===== src/rtl/cpu_step_ctrl.sv =====
// cpu_step_ctrl
//   Generates a one-clk-wide clock-enable for the 8-bit CPU datapath from
//   either the divided slow clock (free-run) or a debounced step button
//   (single-step), with a sticky halt requested by the CPU control unit.
//   slow_clk is sampled as data and never used as a clock.
//
// Ports:
//   clk        50 MHz system clock, all state on the rising edge
//   rst_n      asynchronous active-low reset
//   slow_clk   divided clock, asynchronous data input
//   btn_step   raw step pushbutton, active-high, bouncy, asynchronous
//   sw_run     run/step switch, asynchronous level, 1 = free-run
//   halt_req   synchronous halt request, level
//   cpu_ce     CPU clock-enable, one clk cycle per step
//   mode       FSM state: 00 STEP, 01 RUN, 10 HALT
//   step_count cpu_ce pulses issued since reset, wraps at 8 bits
module cpu_step_ctrl #(
  parameter int unsigned DEBOUNCE_CYCLES = 500000,
  parameter int unsigned DB_W            = 20
) (
  input  logic       clk,
  input  logic       rst_n,
  input  logic       slow_clk,
  input  logic       btn_step,
  input  logic       sw_run,
  input  logic       halt_req,
  output logic       cpu_ce,
  output logic [1:0] mode,
  output logic [7:0] step_count
);

  typedef enum logic [1:0] {
    ST_STEP = 2'b00,
    ST_RUN  = 2'b01,
    ST_HALT = 2'b10
  } state_t;

  localparam logic [DB_W-1:0] DB_LAST = DB_W'(DEBOUNCE_CYCLES - 1);

  state_t          state;
  logic            slow_s1, slow_s2, slow_s3;
  logic            btn_s1, btn_sync;
  logic            run_s1, run_sync;
  logic [DB_W-1:0] db_cnt;
  logic            btn_db, btn_db_prev;
  logic            slow_rise;
  logic            press;

  assign slow_rise = slow_s2 & ~slow_s3;
  assign press     = btn_db & ~btn_db_prev;
  assign mode      = state;

  // Synchronizers and button debounce.
  always_ff @(posedge clk or negedge rst_n) begin
    if (!rst_n) begin
      slow_s1     <= 1'b0;
      slow_s2     <= 1'b0;
      slow_s3     <= 1'b0;
      btn_s1      <= 1'b0;
      btn_sync    <= 1'b0;
      run_s1      <= 1'b0;
      run_sync    <= 1'b0;
      db_cnt      <= '0;
      btn_db      <= 1'b0;
      btn_db_prev <= 1'b0;
    end else begin
      slow_s1     <= slow_clk;
      slow_s2     <= slow_s1;
      slow_s3     <= slow_s2;
      btn_s1      <= btn_step;
      btn_sync    <= btn_s1;
      run_s1      <= sw_run;
      run_sync    <= run_s1;
      btn_db_prev <= btn_db;
      // A new level is accepted only after DEBOUNCE_CYCLES consecutive
      // cycles of disagreement; any agreement restarts the window.
      if (btn_sync == btn_db) begin
        db_cnt <= '0;
      end else if (db_cnt == DB_LAST) begin
        btn_db <= btn_sync;
        db_cnt <= '0;
      end else begin
        db_cnt <= db_cnt + 1'b1;
      end
    end
  end

  // Step FSM; halt_req overrides everything, including a coincident step.
  always_ff @(posedge clk or negedge rst_n) begin
    if (!rst_n) begin
      state      <= ST_STEP;
      cpu_ce     <= 1'b0;
      step_count <= '0;
    end else begin
      cpu_ce <= 1'b0;
      if (halt_req) begin
        state <= ST_HALT;
      end else begin
        unique case (state)
          ST_HALT: begin
            // The press that releases the halt does not itself step.
            if (press && !run_sync) state <= ST_STEP;
          end
          ST_STEP: begin
            if (run_sync) begin
              state <= ST_RUN;
            end else if (press) begin
              cpu_ce     <= 1'b1;
              step_count <= step_count + 8'd1;
            end
          end
          ST_RUN: begin
            if (!run_sync) begin
              state <= ST_STEP;
            end else if (slow_rise) begin
              cpu_ce     <= 1'b1;
              step_count <= step_count + 8'd1;
            end
          end
          default: state <= ST_STEP;
        endcase
      end
    end
  end

endmodule

===== config.mk =====
export PLATFORM = sky130hd
export DESIGN_NAME = cpu_step_ctrl
export DESIGN_NICKNAME = d
export VERILOG_FILES = /design/src/rtl/cpu_step_ctrl.sv
export SDC_FILE = /design/constraint.sdc
export NUM_CORES = 1
export LEC_CHECK = 0
export ABC_AREA = 1
export CAP_MARGIN = 20
export CORE_MARGIN = 3
export CORE_UTILIZATION = 44
export DETAILED_ROUTE_END_ITERATION = 8
export PLACE_DENSITY = 0.73
export SYNTH_ARGS = -nofsm -noshare
export SYNTH_HDL_FRONTEND = slang
export SYNTH_SLANG_ARGS = --single-unit

===== constraint.sdc =====
create_clock -name clk -period 2.1 [get_ports clk]
set_input_delay 0.63 -clock clk [delete_from_list [all_inputs] [get_ports clk]]
set_output_delay 0.63 -clock clk [all_outputs]
set_load 0.03 [all_outputs]

==> run_results.csv <==
group,metric,value,unit
status,outcome,"finished clean",
worst_hold_path,hold_class,"reg -> reg",
sta,setup_violations,0,
sta,fin_crit,2.04,ns
floorplan,ios,17,
logic_synthesis,synthDistinctLibCells,24,
critical_path,path_cells,"clkdlybuf4s50_1",
logic_synthesis,ys_warn_count,0,
logic_synthesis,synthFlopType,"dfrtp_1",
logic_synthesis,synthCells,250,
cells_and_area,antenna_cells,0,
floorplan,rows,24,
routing,wirelength,3880,um
sta,fin_crit_sh,97.3,%
routing,drt_iter0_drc,155,
clock_network,cts_root_buffer,"clkbuf_8",
clock_network,cts.clk_slew.worst_paths,0.09,ns
sta,finalSetupTns,0,ns
global_routing,grt_max_degree,41,
critical_path,worstSetupPathType,"reg -> out",
placed_design,place.gp.congestion,0.876,
cells_and_area,area_delta_synth_final,15.7,%
global_routing,antenna_found_initial,0,
floorplan,core,4410,um2
global_routing,grt_first_pass_wirelength,6570,um
clock_network,postCtsSetupRepairBufs,0,
logic_synthesis,ys_ff_latch,40,
clock_network,clk_latency,0.30,ns
logic_synthesis,avgSynthCellArea,8.10,um2
clock_network,cts_buffers,5,
cells_and_area,drive_above_1_share,9.52,%
logic_synthesis,synth_edf_count,0,
placed_design,place.port_buffers,16,
critical_path,crit_arrival,1.41,ns
clock_network,clkSinkCount,40,
clock_network,ctsResizeCount,0,
logic_synthesis,async_flop_share,100,%
sta,skew,0.00915,ns
power_and_ir_drop,ir_drop,0.278,mV
sta,drv_slew,0,
global_routing,track_usage,15.4,%
clock_network,ctsHoldBuffers,0,
sta,fmax,0.489,GHz
global_routing,grt_pass1_vias,1495,
cells_and_area,fillers,410,
global_routing,grt_overflow,0,
floorplan,start_util,45.9,%
sta,rsz0062_at_grt,"false",
logic_synthesis,synth_nets,258,
cells_and_area,final_core_util,53.1,%
routing,drt_first_pass_iters,4,
logic_synthesis,syn_area,2030,um2
critical_path,critPathTopFamily,"buffers and inverters",
floorplan,die-area,5450,um2
placed_design,dp_slack,0.240,ns
critical_path,slowest_delay,0.69,ns
critical_path,cp_slowest_cell,"clkdlybuf4s50_1",
routing,via_count,1601,
routing,drc_errors,0,
critical_path,crit_path_end_kind,"output pin",
sta,worst_pin_slew,0.548,ns
critical_path,crit_required,1.47,ns
clock_network,h-tree-depth,2,
sta,fin_ws,0.0558,ns
logic_synthesis,ys_seq_area_share,49.4,%
cells_and_area,nets,280,
clock_network,max-clock-path-buffers,2,
sta,hold_viol_final,0,
critical_path,start_kind,"flop",
routing,via_per_inst,4.93,
routing,wl_per_cell,11.9,um
sta,slew_headroom,63.2,%
floorplan,die_h,73.9,um
power_and_ir_drop,p_leak,1.06,nW
job,drv_cap,0,
power_and_ir_drop,p_per_area,631,nW/um2
floorplan,die_x,73.9,um
placed_design,hpwl,2810,um
critical_path,path_buf_inv,1,
critical_path,crit_fanout,5,
clock_network,cts_tree,"done",
routing,ant_nets,0,
## per-stage QoR
step           cell area [um2]  hold slack [ns]  power (W)  instances
6_report                  2340            0.354    0.00148        325
5_1_grt                   2340            0.362    0.00153        325
4_1_cts                   2340            0.357    0.00150        325
3_5_place_dp              2230            0.337   0.000852        317
3_3_place_gp              2230            0.332   0.000850        317
2_1_floorplan             2030            0.331   0.000822        250
## Yosys cell counts (2+ instances only)
library cell	n	share of area, %
a21oi_1	2	0.49
ha_1	2	1.2
nand3b_1	3	1.1
o31ai_1	2	0.74
nand2_2	4	1.2
nor3_1	4	0.99
nand4_1	5	1.5
xnor2_1	6	2.6
nor2_4	2	1.1
nor2_2	5	1.5
nand3_2	2	0.99
inv_1	29	5.4
dfrtp_1	40	49
nor2_1	49	9.1
nand3_1	12	3.0
o21ai_0	6	1.5
nand2_1	64	12
xor2_1	7	3.0
## power by group
group | switching [W] | internal, W
clock | 0.000287 | 0.000358
sequential | 0.00000632 | 0.000781
combinational | 0.0000316 | 0.0000154
total | 0.000325 | 0.00115
## path summary, 6_finish.rpt
check	slack (ns)	end	start	cells past startpoint
min	0.35	btn_sync	btn_s1	0
max reg2reg	0.66	db_cnt[14]	db_cnt[0]	8
min reg2reg	0.35	btn_sync	btn_s1	0
max	0.06	step_count[5]	step_count[5]	1
min in group asynchronous	0.37	run_sync	rst_n	2
max in group asynchronous	1.37	step_count[2]	rst_n	2
## worst reg2reg max path: stages, from the launching register on
cell and delay [ns]:
dfrtp_1 0.38, ha_1 0.19, nand2_1 0.09, nor2_2 0.19, inv_1 0.09, nor2_1 0.17
nand3b_1 0.09, o21ai_0 0.08, nor2_1 0.05
## flip-flops by register name, summed over array words and instances, names as in the netlist
signal and cells:
btn_db 1, btn_db_prev 1, btn_s1 1, btn_sync 1
cpu_ce 1, db_cnt 20, mode 2, run_s1 1
run_sync 1, slow_s1 1, slow_s2 1, slow_s3 1
step_count 8
## per-layer routing
| metal | track usage, % | vias up | wire length, um |
|---|---|---|---|
| met2 | 24.9 | 30 | 1830 |
| met4 | 5.23 | 0 | 52 |
| li1 | - | 813 | - |
| met1 | 20.7 | 752 | 1880 |
| met3 | 2.87 | 6 | 115 |
| met5 | 0 | - | 0 |
## layout make-up
cell class	count	area [um2]	share of cell area, %
Inverter	30	113	4.81
Multi-Input combinational cell	178	886	37.8
Sequential cell	40	1000	42.7
Tap cell	52	65.1	2.78
Clock buffer	5	68.8	2.94
Clock inverter	3	47.5	2.03
Timing Repair Buffer	17	163	6.94
## cell families after synthesis
family,synth area share [%]
buf+inv,6.86
fa+ha+maj,1.24
flops,49.4
xor+xnor,6.42
compound gates,3.03
simple gates,33.0
## cell usage in the layout (no fill, tap or decap), drive strengths merged, types with 3 or more instances in the layout
cell / instances
dfrtp: 40
inv: 30
nand2: 68
xnor2: 6
nand3: 14
o21ai: 6
nand3b: 3
xor2: 8
clkdlybuf4s50: 15
clkbuf: 5
nand4: 5
nor2: 56
nor3: 4
Power figures use the tool's default switching activity.
